`config.mk`:
```
export PLATFORM = sky130hd
export DESIGN_NAME = gpio_bank
export DESIGN_NICKNAME = d
export VERILOG_FILES = /design/src/rtl/gpio_bank.sv
export SDC_FILE = /design/constraint.sdc
export NUM_CORES = 1
export LEC_CHECK = 0
export CORE_AREA = 10 10 81 83
export CTS_CLUSTER_SIZE = 8
export DETAILED_ROUTE_END_ITERATION = 8
export DIE_AREA = 0 0 91 93
export PLACE_DENSITY = 0.83
export SYNTH_ARGS = -nofsm -noshare
export SYNTH_HDL_FRONTEND = slang
export SYNTH_SLANG_ARGS = --single-unit
```
`constraint.sdc`:
```
create_clock -name wb_clk_i -period 2.2 [get_ports wb_clk_i]
set_clock_uncertainty 0.05 [all_clocks]
set_input_delay 0.44 -clock wb_clk_i [delete_from_list [all_inputs] [get_ports wb_clk_i]]
set_output_delay 0.44 -clock wb_clk_i [all_outputs]
set_load 0.01 [all_outputs]
```
`src/rtl/gpio_bank.sv`:
```
// gpio_bank: Wishbone GPIO port with per-pin output enables and two-flop input synchronisers.
// Define GPIO_BANK_INTR_EN to build the rising-edge interrupt unit (IE/IP registers, irq_o).
module gpio_bank #(
  parameter int N = 8
) (
  input  logic         wb_clk_i,
  input  logic         wb_rst_i,
  input  logic [1:0]   wb_adr_i,
  input  logic [31:0]  wb_dat_i,
  output logic [31:0]  wb_dat_o,
  input  logic         wb_we_i,
  input  logic [3:0]   wb_sel_i,
  input  logic         wb_stb_i,
  output logic         wb_ack_o,
  input  logic [N-1:0] gpio_i,
  output logic [N-1:0] gpio_o,
  output logic [N-1:0] gpio_oe_o,
  output logic         irq_o
);
  logic [N-1:0] out_q, out_d, dir_q, dir_d, s1_q, s2_q, din;
  logic [31:0]  dat_q, dat_d, m, rd;
  logic         ack_q, ack_d, acc, wr;
  logic         unused_bits;

  function automatic logic [N-1:0] merge(input logic [N-1:0] o, input logic [31:0] d, input logic [31:0] k);
    logic [31:0] w;
    w = (32'(o) & ~k) | (d & k);
    return w[N-1:0];
  endfunction

  assign m = {{8{wb_sel_i[3]}}, {8{wb_sel_i[2]}}, {8{wb_sel_i[1]}}, {8{wb_sel_i[0]}}};
  assign acc = wb_stb_i & ~ack_q;
  assign wr = acc & wb_we_i;
  assign din = (out_q & dir_q) | (s2_q & ~dir_q);
  assign unused_bits = ^{wb_dat_i, m};
  assign wb_dat_o = dat_q;
  assign wb_ack_o = ack_q;
  assign gpio_o = out_q;
  assign gpio_oe_o = dir_q;

`ifdef GPIO_BANK_INTR_EN
  logic [N-1:0] prev_q, ie_q, ie_d, ip_q, ip_d, w1c;
  assign w1c = (wr && wb_adr_i == 2'd3) ? merge('0, wb_dat_i, m) : '0;
  assign rd = wb_adr_i == 2'd0 ? 32'(din) : wb_adr_i == 2'd1 ? 32'(dir_q) :
              wb_adr_i == 2'd2 ? 32'(ie_q) : 32'(ip_q);
  always_comb begin
    ie_d = (wr && wb_adr_i == 2'd2) ? merge(ie_q, wb_dat_i, m) : ie_q;
    // a fresh edge beats a simultaneous clear
    ip_d = (ip_q & ~w1c) | (s2_q & ~prev_q & ie_q);
  end
  always_ff @(posedge wb_clk_i or posedge wb_rst_i)
    if (wb_rst_i) begin
      prev_q <= '0;
      ie_q   <= '0;
      ip_q   <= '0;
    end else begin
      prev_q <= s2_q;
      ie_q   <= ie_d;
      ip_q   <= ip_d;
    end
  assign irq_o = |(ip_q & ie_q);
`else
  assign rd = wb_adr_i == 2'd0 ? 32'(din) : wb_adr_i == 2'd1 ? 32'(dir_q) : 32'd0;
  assign irq_o = 1'b0;
`endif

  always_comb begin
    out_d = (wr && wb_adr_i == 2'd0) ? merge(out_q, wb_dat_i, m) : out_q;
    dir_d = (wr && wb_adr_i == 2'd1) ? merge(dir_q, wb_dat_i, m) : dir_q;
    dat_d = acc ? rd : dat_q;
    ack_d = acc;
  end

  always_ff @(posedge wb_clk_i or posedge wb_rst_i)
    if (wb_rst_i) begin
      out_q <= '0;
      dir_q <= '0;
      s1_q  <= '0;
      s2_q  <= '0;
      dat_q <= '0;
      ack_q <= 1'b0;
    end else begin
      out_q <= out_d;
      dir_q <= dir_d;
      s1_q  <= gpio_i;
      s2_q  <= s1_q;
      dat_q <= dat_d;
      ack_q <= ack_d;
    end
endmodule

```
Yosys cells after proc, flatten, opt, wreduce, memory -nomap -nowiden
Index checks and enable logic that the tools add are counted.
- eq/ne operators: 1
- mux-type cells: 2
- bitwise operators: 13
- reduce and logical (&&, ||, !) cells: 3
- operators with widths (kind ; number):
    $and A8 B8 Y8 ; 5
    $or A8 B8 Y8 ; 3
    $mux W8 ; 2
    $not A8 Y8 ; 2
    $and A1 B1 Y1 ; 2
    $eq A2 B1 Y1 const B ; 1
    $logic_and A1 B1 Y1 ; 2
    $logic_not A2 Y1 ; 1
    $not A1 Y1 ; 1
- bits in registers: 65
- input bits: 50
- output and inout bits: 50
- logic and storage cells: 25

Longest topological paths before layout
Gate-level depths: netlist of the first run.
- word-level depth: 4
- mapped depth: 4
- gate-level depth less buffers: 3

Least setup slack after synthesis of the first run
OpenSTA, ideal clock, no wires.
- kind: register to register
- from: reg ack_q (netlist: wb_ack_o)
- to: reg (tool-made name)
- setup time: 0.125 ns
- arrival time: 1.477 ns
- data required time: 2.025 ns
- slack: 0.548 ns
- stages on the path, launching flop included: 5
- path buffers: 1
- clock period less this slack: 1.652 ns
- cell sequence: dfrtp_1 nand2b_4 or4_1 buf_6 mux2_4
- RTL lines (item ; line ; source):
    start: declaration ; 22 ; logic ack_q, ack_d, acc, wr;
    start signal: assignment ; 88 ; ack_q <= ack_d;

==> impl_metrics.yaml, run 1 <==
layout:
  layout-area-overhead-vs-synth_pct: 37.83
  num_antenna_cells: 0
  fin_util_pct: 46.95
  regArea_um2: 1026
  layout_common_cells: "47 x clkdlybuf4s50_1, 41 x dfrtp_1, 25 x conb_1, 16 x o21ai_0, 9 x buf_4"
  multiInputGateArea_um2: 556.8
  fillers: 470
  post_route_cells_drive_above_1_share_pct: 19.35
  final_nets: 235
  final_common_cell: "clkdlybuf4s50_1"
sta:
  rsz0062_at_grt: "false"
  max_freq_mhz: 534.8
  holdWs_ps: 300.2
  hold_viol: 0
  fin_ws_ps: 330.3
  period_share_pct: 84.99
  period_minus_slack_ps: 1870
  finalSetupViolCount: 0
  maxSlewViolCount: 0
  fin_setup_tns_ps: 0
clocking:
  clock_latency_ps: 280
  ctsHoldBuffers: 0
  h-tree-depth: 2
  cts_made_buffers: 5
  cts_resized: 0
  cts_buffer_depth: 2
  clock_sinks: 41
  cts_tree: "yes"
  cts_root_buffer: "clkbuf_8"
  clkTransAtPathRegs_ps: 70
  post_cts_buffers: 0
placed_design:
  globalplace.congestion: 0.7141
  dp_hpwl_um: 2923
  post-place-ws_ps: 31.36
  portBuffers: 47
yosys:
  synth_area_per_cell_um2: 13.65
  netlist_top_cells_area: "dfrtp_1 60%, buf_4 11%, mux2_4 7.0%, mux2_2 5.3%, o21ai_0 4.7%"
  synthCells: 125
  seq_area_frac_synth_pct: 60.12
  synth_top_area_share_pct: 60.12
  synthesis.area_um2: 1707
  ys_types: 16
  synth_seq_cells: 41
  yosysWarnings: 0
  yosysTopAreaCell: "dfrtp_1"
route:
  drtAntennaViolNets: 0
  drc: 0
  drt-initial-drc-count: 33
  wire_per_inst_um: 14.49
  viasPerCell: 4.148
  via_count: 1062
  dr.pass1.iters: 4
  routed_wl_um: 3710
min_path:
  min_from: "s1_q[5]$_DFF_PP0_"
  hold-path-cell-count: 0
  holdCritPathClass: "flop to flop"
  min_to: "s2_q[5]$_DFF_PP0_"
setup_path:
  rr_worst_depth: 4
  cp_max_fo: 8
  rrSetupSlack_ps: 530
  arrival_ps: 1990
  r2r-start: "wb_ack_o$_DFF_PP0_"
  endpoint_kind: "flop"
  worstSetupPathType: "input pin to flop"
  crit_path_start_kind: "input pin"
  critPathRequiredTime_ps: 2320
job:
  max-cap-violations: 0
die:
  rows: 26
  start_util_pct: 34.07
  ioPinCount: 100
  core-area_um2: 5010
  die_h_um: 93
  die_area_um2: 8463
  die_x_um: 91
run_status:
  status: "completed"
global_route:
  grt_max_degree: 22
  grt_first_pass_wirelength_um: 5892
  grt_pass1_vias: 1190
  overflow: 0
  grt_usage_pct: 8.811
  antenna_found_initial: 0
power:
  ir_worst_vdd_v: 0.0004157
  power.leakage_nw: 1.083
  power_density_nw_per_um2: 864.9
  finalPower_w: 0.002035
cell type report:
class | count | area share [%]
timing repair buffer | 57 | 23.72
inverter | 2 | 0.3191
clock inverter | 1 | 1.277
tap | 70 | 3.723
multi-input combinational | 78 | 23.67
clock buffer | 7 | 3.670
sequential | 41 | 43.62
cells by family after synthesis:
| family | share of synthesized area (%) |
|---|---|
| DFF | 60.12 |
| buffers and inverters | 12.54 |
| and+or+nand+nor | 6.011 |
| other | 0.2197 |
| AOI/OAI and AO/OA | 8.798 |
| muxes | 12.32 |
routing by layer:
layer	up-vias	wire length [um]	global-route usage, %	share of wire (%)
li1	497	-	-	-
met1	513	1395	8.917	38
met2	45	1896	15.39	51
met3	7	369	4.556	9.9
met4	0	49	3.003	1.3
met5	-	0	0	0
through the flow:
| stage | cells | instance area, um^2 |
|---|---|---|
| 3_5_place_dp | 248 | 2236 |
| 2_1_floorplan | 149 | 1797 |
| 3_3_place_gp | 248 | 2236 |
| 6_report | 256 | 2352 |
| 5_1_grt | 256 | 2352 |
| 4_1_cts | 256 | 2352 |
cell usage after synthesis:
cell,count
nor2_1,1
a22o_1,8
nor4b_4,1
o21ai_0,16
buf_6,1
mux2_4,8
buf_4,25
nand2b_4,1
inv_1,2
mux2_2,8
nand2b_1,8
clkbuf_1,2
or4_1,1
nand2_1,1
conb_1,1
dfrtp_1,41
where the power goes:
| group | internal [W] | leakage, nW | total (W) | switching [W] |
|---|---|---|---|---|
| sequential | 0.000861 | 0.506 | 0.000934 | 0.0000726 |
| combinational | 0.000304 | 0.518 | 0.000491 | 0.000187 |
| clock | 0.000370 | 0.0585 | 0.000610 | 0.000240 |
| total | 0.00153 | 1.08 | 0.00203 | 0.000500 |
critical path: stages:
cell	delay, ps
clkdlybuf4s50_1	500
nand2b_4	60
or4_1	460
buf_4	210
mux2_4	310
worst max-delay path by stage:
stage                             from    to  slack [ps]  depth (start not counted)
floorplan           wb_ack_o$_DFF_PP0_  flop         550                          4
global placement              wb_stb_i  flop          40                          5
detailed placement            wb_stb_i  flop          30                          5
CTS                           wb_stb_i  flop         340                          5
global route                  wb_stb_i  flop         290                          5
finish                        wb_stb_i  flop         330                          5
(Power assumes the default switching activity.)
==> run 2: changes to the inputs <==
==> constraint.sdc (replaced) <==
create_clock -name wb_clk_i -period 1.76 [get_ports wb_clk_i]
set_clock_uncertainty 0.05 [all_clocks]
set_input_delay 0.352 -clock wb_clk_i [delete_from_list [all_inputs] [get_ports wb_clk_i]]
set_output_delay 0.352 -clock wb_clk_i [all_outputs]
set_load 0.01 [all_outputs]
==> run 2 against run 1 <==
Final area grew 0.27%. Core utilization grew 0.12 points. Via count shrank 2.3%. Non-clock buffer count is the same. Sequential power grew 25%. Clock power grew 24%. Count of clock-buffer cells in the layout is the same. Cell count is the same. Highest routed layer unchanged.
==> impl_metrics.yaml, run 2 (synthesis results as in run 1) <==
setup_path:
  crit_path_start_kind: "input pin"
  path_cells: "clkdlybuf4s50_1 > or4_1 > buf_6 > mux2_4"
  max_stage_delay_ps: 550
  cp_max_fo: 8
  critPathRequiredTime_ps: 1880
  endpoint_kind: "flop"
  arrival_ps: 1840
  rr_worst_depth: 4
  worstSetupPathType: "input pin to flop"
  slowest_stage: "or4_1"
route:
  drc: 0
  drtAntennaViolNets: 0
  drt-initial-drc-count: 42
  via_count: 1038
  dr.pass1.iters: 4
  wire_per_inst_um: 14.54
  routed_wl_um: 3723
  viasPerCell: 4.055
global_route:
  antenna_found_initial: 0
  grt_pass1_vias: 1197
  top_usage_layer: "met2"
  use_met1_pct: 8.560
  overflow: 0
  grt_max_degree: 42
  met3_usage_pct: 3.837
  grt_first_pass_wirelength_um: 6003
  grt_use_met2_pct: 16.53
  grt_usage_pct: 8.821
die:
  start_util_pct: 34.07
  core-area_um2: 5010
  die_x_um: 91
  die_area_um2: 8463
  ioPinCount: 100
  die_h_um: 93
  rows: 26
sta:
  holdWs_ps: 299.3
  max_freq_mhz: 580.4
  finalSetupViolCount: 0
  fin_ws_ps: 37.13
  hold_viol: 0
  maxSlewViolCount: 0
  rsz0062_at_grt: "false"
  fin_setup_tns_ps: 0
  period_share_pct: 97.89
  period_minus_slack_ps: 1723
min_path:
  holdCritPathClass: "flop to flop"
  hold-path-cell-count: 0
clocking:
  cts_buffer_depth: 2
  cts_root_buffer: "clkbuf_8"
  clock_sinks: 41
  cts_tree: "yes"
  post_cts_buffers: 0
  h-tree-depth: 2
  clock_latency_ps: 280
  clkTransAtPathRegs_ps: 70
  cts_made_buffers: 5
layout:
  layout_common_cells: "46 x clkdlybuf4s50_1, 41 x dfrtp_1, 25 x conb_1, 16 x o21ai_0"
  post_route_cells_drive_above_1_share_pct: 19.35
  instances_no_fill: 256
  final_common_cell: "clkdlybuf4s50_1"
  fillers: 474
  fin_util_pct: 47.08
  final_nets: 235
  layout-area-overhead-vs-synth_pct: 38.20
  num_antenna_cells: 0
job:
  max-cap-violations: 0
placed_design:
  dp_cells: 248
  dp_hpwl_um: 2906
  post-place-ws_ps: -346.7
  globalplace.congestion: 0.6861
  portBuffers: 47
power:
  power.leakage_nw: 1.086
  ir_worst_vdd_v: 0.0005746
  power_density_nw_per_um2: 1077
run_status:
  status: "completed"
run 2: cell count changes in the layout (fill, tap and decap cells not counted):
| cell | change |
|---|---|
| clkdlybuf4s50_1 | -1 |
| buf_4 | -2 |
| dlygate4sd2_1 | +1 |
| buf_6 | +2 |
run 2: area by class of cell:
cell class | instances | area, um^2 | area share (%)
Timing Repair Buffer | 57 | 564.3 | 23.93
Tap cell | 70 | 87.58 | 3.714
Clock inverter | 1 | 30.03 | 1.273
Sequential cell | 41 | 1026 | 43.50
Multi-Input combinational cell | 78 | 556.8 | 23.61
Inverter | 2 | 7.507 | 0.3183
Clock buffer | 7 | 86.33 | 3.660
run 2: worst max-delay path: cells and delay by family:
family                 cells  cell delay (ps)
multiplexers               1              310
buffers and inverters      2              630
AND/OR/NAND/NOR            1              550
run 2: path summary, 6_finish.rpt:
kind                       slack (ps)          startpoint                         end
setup / recovery                   40         wb_adr_i[0]                        flop
hold / removal                    300   s1_q[6]$_DFF_PP0_           s2_q[6]$_DFF_PP0_
setup reg to reg                  110  wb_ack_o$_DFF_PP0_                        flop
hold reg to reg                   300   s1_q[6]$_DFF_PP0_           s2_q[6]$_DFF_PP0_
max in group asynchronous        1100            wb_rst_i           s1_q[6]$_DFF_PP0_
min in group asynchronous         340            wb_rst_i  asynchronous set/reset pin
run 2: repair_timing:
action / 4_1_cts / 5_1_grt
hold buffers: 0 / 0
gates resized for setup: 2 / 1
endpoints found under the setup margin: 8 / 5
run 2: metal layers:
layer	vias up	wire (um)
li1	497	-
met1	503	1377
met5	-	0
met4	0	15
met2	36	2064
met3	2	266
run 2: stage by stage:
stage	total power, W	cell area, um^2
after floorplan	0.001483	1797
after global placement	0.001794	2236
after detailed placement	0.001814	2236
after CTS	0.002584	2355
after global routing	0.002680	2359
final	0.002540	2359
run 2: where the power goes:
| group | total [W] | internal, W | switching (W) |
|---|---|---|---|
| clock | 0.000757 | 0.000462 | 0.000295 |
| sequential | 0.00117 | 0.00108 | 0.0000908 |
| combinational | 0.000616 | 0.000381 | 0.000235 |
